$ cat config.mk
export PLATFORM = sky130hd
export DESIGN_NAME = data_memory_ctrl
export DESIGN_NICKNAME = d
export VERILOG_FILES = /design/src/rtl/data_memory_ctrl_pkg.sv /design/src/rtl/data_memory_ctrl_wait_counter.sv /design/src/rtl/data_memory_ctrl.sv
export SDC_FILE = /design/constraint.sdc
export NUM_CORES = 2
export LEC_CHECK = 0
export ABC_AREA = 1
export CORE_UTILIZATION = 50
export CTS_CLUSTER_DIAMETER = 200
export CTS_CLUSTER_SIZE = 24
export DETAILED_ROUTE_END_ITERATION = 7
export PLACE_DENSITY = 0.64
export SYNTH_ARGS = -nofsm -noshare
export SYNTH_HDL_FRONTEND = slang
export SYNTH_SLANG_ARGS = --single-unit
$ cat constraint.sdc
create_clock -name clk -period 4.7 [get_ports clk]
set_input_delay 1.175 -clock clk [delete_from_list [all_inputs] [get_ports clk]]
set_output_delay 1.175 -clock clk [all_outputs]
set_load 0.01 [all_outputs]
$ cat src/rtl/data_memory_ctrl_pkg.sv
// -----------------------------------------------------------------------------
// mips_pkg
// Types and constants shared by the data-memory stage and its wait counter.
//   mem_state_t       : access FSM states (IDLE -> BUSY -> DONE -> IDLE)
//   WORD_OFFSET_BITS  : byte-offset bits below the word index in a byte address
// -----------------------------------------------------------------------------
package mips_pkg;

    typedef enum logic [1:0] {
        IDLE = 2'd0,
        BUSY = 2'd1,
        DONE = 2'd2
    } mem_state_t;

    localparam int WORD_OFFSET_BITS = 2;

endpackage

$ cat src/rtl/data_memory_ctrl_wait_counter.sv
// -----------------------------------------------------------------------------
// mem_wait_counter
// 4-bit down counter that paces memory wait states.
// Ports:
//   clk        in   clock, rising edge
//   reset      in   synchronous active-high reset, clears count to 0
//   load_i     in   load load_val_i (has priority over dec_i)
//   load_val_i in   value to load
//   dec_i      in   decrement by one (saturates at 0)
//   count_o    out  current count
//   zero_o     out  count is zero
// -----------------------------------------------------------------------------
module mem_wait_counter (
    input  logic       clk,
    input  logic       reset,
    input  logic       load_i,
    input  logic [3:0] load_val_i,
    input  logic       dec_i,
    output logic [3:0] count_o,
    output logic       zero_o
);

    logic [3:0] count_q;
    logic [3:0] count_d;

    always_comb begin
        count_d = count_q;
        if (load_i) begin
            count_d = load_val_i;
        end else if (dec_i && (count_q != 4'd0)) begin
            count_d = count_q - 4'd1;
        end
    end

    always_ff @(posedge clk) begin
        if (reset) begin
            count_q <= 4'd0;
        end else begin
            count_q <= count_d;
        end
    end

    assign count_o = count_q;
    assign zero_o  = (count_q == 4'd0);

endmodule

$ cat src/rtl/data_memory_ctrl.sv
// -----------------------------------------------------------------------------
// data_memory_ctrl
// Data-memory stage after the ALU: word load/store into an internal array with
// a configurable number of wait states. Misaligned accesses are flagged and
// not performed.
// Ports:
//   clk        in   clock, rising edge
//   reset      in   synchronous active-high reset (array contents kept)
//   ALUResult  in   byte address
//   WriteData  in   store data
//   MemWrite   in   store request (wins over MemRead)
//   MemRead    in   load request
//   ReadData   out  registered load result, held until the next load
//   Stall      out  hold PC/pipeline while an access is in flight
//   MemDone    out  one-cycle pulse in the completing cycle
//   AddrError  out  pulse with MemDone when the access was misaligned
// -----------------------------------------------------------------------------
module data_memory_ctrl
    import mips_pkg::*;
#(
    parameter int DATA_WIDTH  = 32,
    parameter int MEM_DEPTH   = 64,
    parameter int WAIT_STATES = 2
) (
    input  logic                  clk,
    input  logic                  reset,
    input  logic [DATA_WIDTH-1:0] ALUResult,
    input  logic [DATA_WIDTH-1:0] WriteData,
    input  logic                  MemWrite,
    input  logic                  MemRead,
    output logic [DATA_WIDTH-1:0] ReadData,
    output logic                  Stall,
    output logic                  MemDone,
    output logic                  AddrError
);

    localparam int         IDX_W    = $clog2(MEM_DEPTH);
    // Counter starts one below the wait-state count: the BUSY cycle that sees
    // zero is itself the last wait state.
    localparam logic [3:0] CNT_INIT = (WAIT_STATES == 0) ? 4'd0 : 4'(WAIT_STATES - 1);

    mem_state_t              state_q, state_d;
    logic [IDX_W-1:0]        idx_q;
    logic                    mis_q;
    logic                    store_q;
    logic [DATA_WIDTH-1:0]   wdata_q;
    logic [DATA_WIDTH-1:0]   rdata_q;
    logic [DATA_WIDTH-1:0]   mem_q [MEM_DEPTH];

    logic                    req;
    logic                    capture;
    logic                    cnt_zero;
    logic [3:0]              cnt_val;

    assign req     = MemRead | MemWrite;
    assign capture = (state_q == IDLE) && req;

    mem_wait_counter u_wait_cnt (
        .clk        (clk),
        .reset      (reset),
        .load_i     (capture),
        .load_val_i (CNT_INIT),
        .dec_i      (state_q == BUSY),
        .count_o    (cnt_val),
        .zero_o     (cnt_zero)
    );

    // Address bits above the word index wrap the array and are not decoded.
    if (DATA_WIDTH > IDX_W + WORD_OFFSET_BITS) begin : g_addr_hi
        logic addr_hi_unused;
        assign addr_hi_unused = ^ALUResult[DATA_WIDTH-1:IDX_W+WORD_OFFSET_BITS];
    end
    logic cnt_val_unused;
    assign cnt_val_unused = ^cnt_val;

    always_comb begin
        state_d = state_q;
        case (state_q)
            IDLE: if (req) state_d = (WAIT_STATES == 0) ? DONE : BUSY;
            BUSY: if (cnt_zero) state_d = DONE;
            DONE: state_d = IDLE;
            default: state_d = IDLE;
        endcase
    end

    always_ff @(posedge clk) begin
        if (reset) begin
            state_q <= IDLE;
        end else begin
            state_q <= state_d;
        end
    end

    // Request is latched once in IDLE; later input changes are ignored.
    always_ff @(posedge clk) begin
        if (capture) begin
            idx_q   <= ALUResult[IDX_W+WORD_OFFSET_BITS-1:WORD_OFFSET_BITS];
            mis_q   <= |ALUResult[WORD_OFFSET_BITS-1:0];
            store_q <= MemWrite;
            wdata_q <= WriteData;
        end
    end

    // Reset in the DONE cycle drops a store that has not committed yet.
    always_ff @(posedge clk) begin
        if (!reset && (state_q == DONE) && store_q && !mis_q) begin
            mem_q[idx_q] <= wdata_q;
        end
    end

    always_ff @(posedge clk) begin
        if (reset) begin
            rdata_q <= '0;
        end else if ((state_q == DONE) && !store_q && !mis_q) begin
            rdata_q <= mem_q[idx_q];
        end
    end

    assign ReadData  = rdata_q;
    assign Stall     = capture || (state_q == BUSY);
    assign MemDone   = (state_q == DONE);
    assign AddrError = (state_q == DONE) && mis_q;

endmodule

**Word-level counts from Yosys, hierarchy flattened**

Memories as Yosys holds them, arrays and structs flattened. A register that Yosys moved wholly into a read port is not among the register bits.
Cells that the tools add are included.
Widths: inputs -> output; s select.

- Logic and storage cells: 40
- Output and inout bits: 35
- Register bits after elaboration: 46
- Memories kept: 1
- Bits in latches: 0
- Memory bits (read-only): 0
- Bits of input ports: 68
- RAM bits: 2048

Memories:

| name | depth | bits a word | rd ports | clocked after memory_dff | wr ports | RTL line | text |
|---|---|---|---|---|---|---|---|
| mem_q | 64 | 32 | 1 | 1 | 1 | data_memory_ctrl.sv:48 | `logic [DATA_WIDTH-1:0] mem_q [MEM_DEPTH];` |

- Bitwise logic cells: 1
- Shifts and indexed selects: 0
- Eq/ne operators: 4
- Divide/modulo/power cells: 0
- Reduce and logical (&&, ||, !) cells: 19
- Mux-type cells: 7
- $mul: 0
- Add/sub/neg operators: 1
- $lt $le $gt $ge: 0

Operators by type and width:

| cell | number |
|---|---|
| $logic_and 1x1->1 | 8 |
| $logic_not 4->1 | 1 |
| $mux 1 | 4 |
| $mux 2 | 2 |
| $ne 2x2->1 const B | 2 |
| $pmux 2 s2 | 1 |
| $reduce_bool 4->1 | 1 |
| $reduce_or 2->1 | 2 |
| $sub 4x1->4 const B | 1 |
| $logic_not 1->1 | 3 |
| $eq 2x1->1 const B | 1 |
| $eq 2x2->1 const B | 1 |
| $logic_not 2->1 | 1 |
| $reduce_and 2->1 | 1 |
| $reduce_bool 2->1 | 1 |
| $logic_or 1x1->1 | 1 |
| $or 1x1->1 | 1 |

**Depth between registers and ports, before layout**

- Word-level depth: 6
- Mapped depth: 17
- Mapped depth without buffers: 13

**Cells and area by module**

Synthesis repeated with hierarchy kept, for this count alone.

- Cells, all modules: 8676
- Area, all modules: 88641.3 sq um

By module, submodules not included:

| module | cells an instance | area each (sq um) | seq. area each (sq um) | instances |
|---|---|---|---|---|
| data_memory_ctrl | 8635 | 88367.3 | 63380.8 | 1 |
| mem_wait_counter | 41 | 274.0 | 80.1 | 1 |

**Worst setup path before layout**

OpenSTA, ideal clock, no wires.

- Path kind: input port to flip-flop
- From: input reset
- To: memory mem_q[0][0] (enable)
- Path slack: 0.818 ns
- Arrival time: 3.461 ns
- Library setup time: 0.421 ns
- Buffers on the path: 1
- Stages: 6
- Required time: 4.279 ns
- Cell sequence: clkbuf_1 inv_1 nand3_1 nor2_1 nand3_1 nor2_1

- Word-level cells in the longest chain between the ends: 6

Ends and longest elaborated chain:

| item | RTL line | text |
|---|---|---|
| start, declared | data_memory_ctrl.sv:26 | `input logic reset,` |
| $logic_not 1->1 | data_memory_ctrl.sv:106 | `if (!reset && (state_q == DONE) && store_q && !mis_q) begin` |
| $logic_and 1x1->1 (3 in series) | data_memory_ctrl.sv:106 |  |
| $mux 1 | data_memory_ctrl.sv:106 |  |
| $mux 1 (not written as such) | data_memory_ctrl.sv:107 | `mem_q[idx_q] <= wdata_q;` |
| end, declared | data_memory_ctrl.sv:48 |  |

No other way between the ends.

**Worst setup path in the final report**

- From: register state_q[1]
- To: output AddrError

- Word-level cells in the longest chain between the ends: 2

Ends and longest elaborated chain:

| item | RTL line | text |
|---|---|---|
| start, declared | data_memory_ctrl.sv:42 | `mem_state_t state_q, state_d;` |
| start signal, assigned | data_memory_ctrl.sv:90 | `state_q <= state_d;` |
| $eq 2x2->1 | data_memory_ctrl.sv:122 | `assign AddrError = (state_q == DONE) && mis_q;` |
| $logic_and 1x1->1 | data_memory_ctrl.sv:122 |  |
| end, declared | data_memory_ctrl.sv:34 | `output logic AddrError` |

No other way between the ends.

==> impl_metrics.toml <==
[placed_design]
dp_cells = 10800
io_buffers = 78
place_congestion = 0.864
dp_hpwl_mm = 119

[timing]
setup_viol = 0
maxSlewHeadroom = 0.242
max_freq_mhz = 262
finalClockSkew_ns = 0.0350
fin_crit_ns = 3.81
rsz0062_at_grt = "false"
slew_viol_final = 0
holdWs_ns = 0.509
tightest_slew_ns = 1.14
timing.final.crit_share = 0.811
hold_viol = 0
fin_setup_tns_ns = 0

[global_routing]
antenna_found_initial = 6
grt_max_degree = 179
grt.total_usage = 0.263
grt_pass1_vias = 54500
grt_first_pass_wirelength_mm = 349
grt-ovfl-total = 0

[setup_path]
crit_start = "state_q[1]$_SDFFE_PP0P_"
r2r-start = "idx_q[1]$_DFFE_PP_"
startpoint_type = "flip-flop"
crit_arrival_ns = 2.64
end_kind = "output port"
path_max_fanout = 3
crit_type = "flip-flop to output port"
cp_data_required_time_ns = 3.52

[synth]
ys_seq_area_frac = 0.717
syn-num-nets = 8710
synth_cell_types = 28
syn_inst = 8641
ys_ff_latch = 2126
synth_area_per_cell_sq_um = 10.2
yosys_warnings = 0
netlist_area_sq_um = 88600

[final_layout]
area_growth_pct = 7.53
final_common_cell = "nand2_1"
layout_common_cells = "nand2_1 (5,631), edfxtp_1 (2,088), nor2_1 (154)"
final_cells = 11000
fillers = 15100
fin_nets = 8630
layout-drive-gt1-share = 0.0417

[clock_tree]
clock_latency_ns = 0.79
htreeDepth = 3
cts_tree = "yes"
clockRootBuffer = "clkbuf_16"
post_cts_buffers = 0
clockBufferDepth = 3
cts_made_buffers = 98
cts_sinks = 2126
cts_resized = 0
hold_buffers = 0
clkSlewWorstSetupHoldPaths_ns = 0.09

[power]
p_switching_mw = 9.30
leakage_nw = 39.0
p_clk_frac = 0.274
p_sw_frac = 0.262
p_comb_frac = 0.127
internal-power_mw = 26.1
seq_power_share = 0.599
p_per_area_nw_per_um2 = 372
peakVddDrop_mv = 0.309

[route]
postRouteAntennaNets = 0
drc = 0
finalWirelength_mm = 236
routed_via_density = 5.31
first_pass_iters = 6
vias = 58200
first_iter_violations = 6297
wl_per_cell_um = 21.6

[floorplanning]
start_util = 0.503
fp.dieH_um = 423
die_area_sq_um = 179000
rows = 154
die_w_um = 423
core_sq_um = 176000
ioPinCount = 103

[outcome]
status = "finished, final reports clean"

[min_path]
hp-start = "u_wait_cnt.count_o[0]$_SDFFE_PP0P_"
hold_path_class = "flip-flop to flip-flop"

[job]
cap_violations = 0
-- area by class of cell --
type	count	area, sq um	area share
flip-flops and latches	2126	63500	0.666
multi-input cells	5988	23300	0.244
well taps	2340	2930	0.0307
clock buffers	147	2660	0.0279
repair buffers	249	2460	0.0258
inverters	98	390	0.00410
clock inverters	6	77.6	0.000815
diodes	1	2.50	0.0000263
-- state kept, by name, summed over array words and instances (netlist names) --
signal / flops
mis_q: 1
store_q: 1
idx_q: 6
mem_q: 2048
state_q: 2
u_wait_cnt.count_o: 4
ReadData: 32
wdata_q: 32
-- final timing paths --
path                                                           end  slack, ns  depth (start not counted)
worst max-delay path                                     AddrError       0.89                          5
worst min-delay path            u_wait_cnt.count_o[0]$_SDFFE_PP0P_       0.51                          2
worst max register to register            ReadData[0]$_SDFFE_PP0P_       0.96                         13
worst min register to register  u_wait_cnt.count_o[0]$_SDFFE_PP0P_       0.51                          2
-- Yosys cell counts (all sizes together) --
| cell | number | area (sq um) |
|---|---|---|
| nor2 | 219 | 825 |
| nand3 | 83 | 415 |
| clkinv | 1 | 3.75 |
| nor4 | 1 | 6.26 |
| ha | 1 | 12.5 |
| o21ai | 14 | 70.1 |
| a211oi | 1 | 7.51 |
| a21oi | 12 | 60.1 |
| nand3b | 1 | 7.51 |
| o211ai | 8 | 60.1 |
| nor3 | 11 | 85.1 |
| buf | 264 | 1390 |
| nand2 | 5631 | 21100 |
| dfxtp | 38 | 761 |
| o31ai | 1 | 7.51 |
| nor3b | 1 | 7.51 |
| inv | 97 | 364 |
| edfxtp | 2088 | 62700 |
| or2 | 4 | 25.0 |
| clkbuf | 165 | 619 |
-- power by group through the flow --
stage | sequential [mW] | clock, mW | combinational [mW]
final | 21.2 | 9.70 | 4.51
after global routing | 21.2 | 10.5 | 4.97
after CTS | 21.2 | 9.83 | 4.48
after detailed placement | 21.7 | 0 | 4.46
after global placement | 21.7 | 0 | 4.40
after floorplan | 21.9 | 0 | 2.54
-- routing by layer --
metal	part of all wire	vias up	wire (um)	global-route usage
met5	0	-	0	0
met4	0.042	0	9890	0.107
met3	0.081	324	19100	0.0318
met2	0.46	2295	110000	0.421
met1	0.41	28000	97800	0.366
li1	-	27600	-	-
-- per-stage QoR --
stage | util | instance area, sq um | setup WS (ns) | power [mW]
after CTS | 0.541 | 95200 | 0.896 | 35.5
after detailed placement | 0.525 | 92500 | 0.919 | 26.1
after global routing | 0.541 | 95200 | 0.770 | 36.6
after floorplan | - | 88600 | 0.818 | 24.5
final | 0.541 | 95200 | 0.888 | 35.4
after global placement | 0.525 | 92500 | 0.970 | 26.1
-- logic make-up (layout without fill, tap and decap cells) --
family | after synthesis | count (layout) | synth area share
adders and majority gates | 1 | 1 | 0.000141
and+or+nand+nor | 5951 | 5951 | 0.254
DFF | 2126 | 2126 | 0.717
other | 0 | 1 | 0
buffers and inverters | 527 | 500 | 0.0269
AOI/OAI and AO/OA | 36 | 36 | 0.00232
-- critical path, stage by stage, from the launching register on --
cell and delay, ns:
dfxtp_1 0.34, inv_1 0.06, nor2_1 0.55, inv_1 0.20
nor2_1 0.14, clkdlybuf4s50_1 0.56
(Power assumes the default switching activity.)
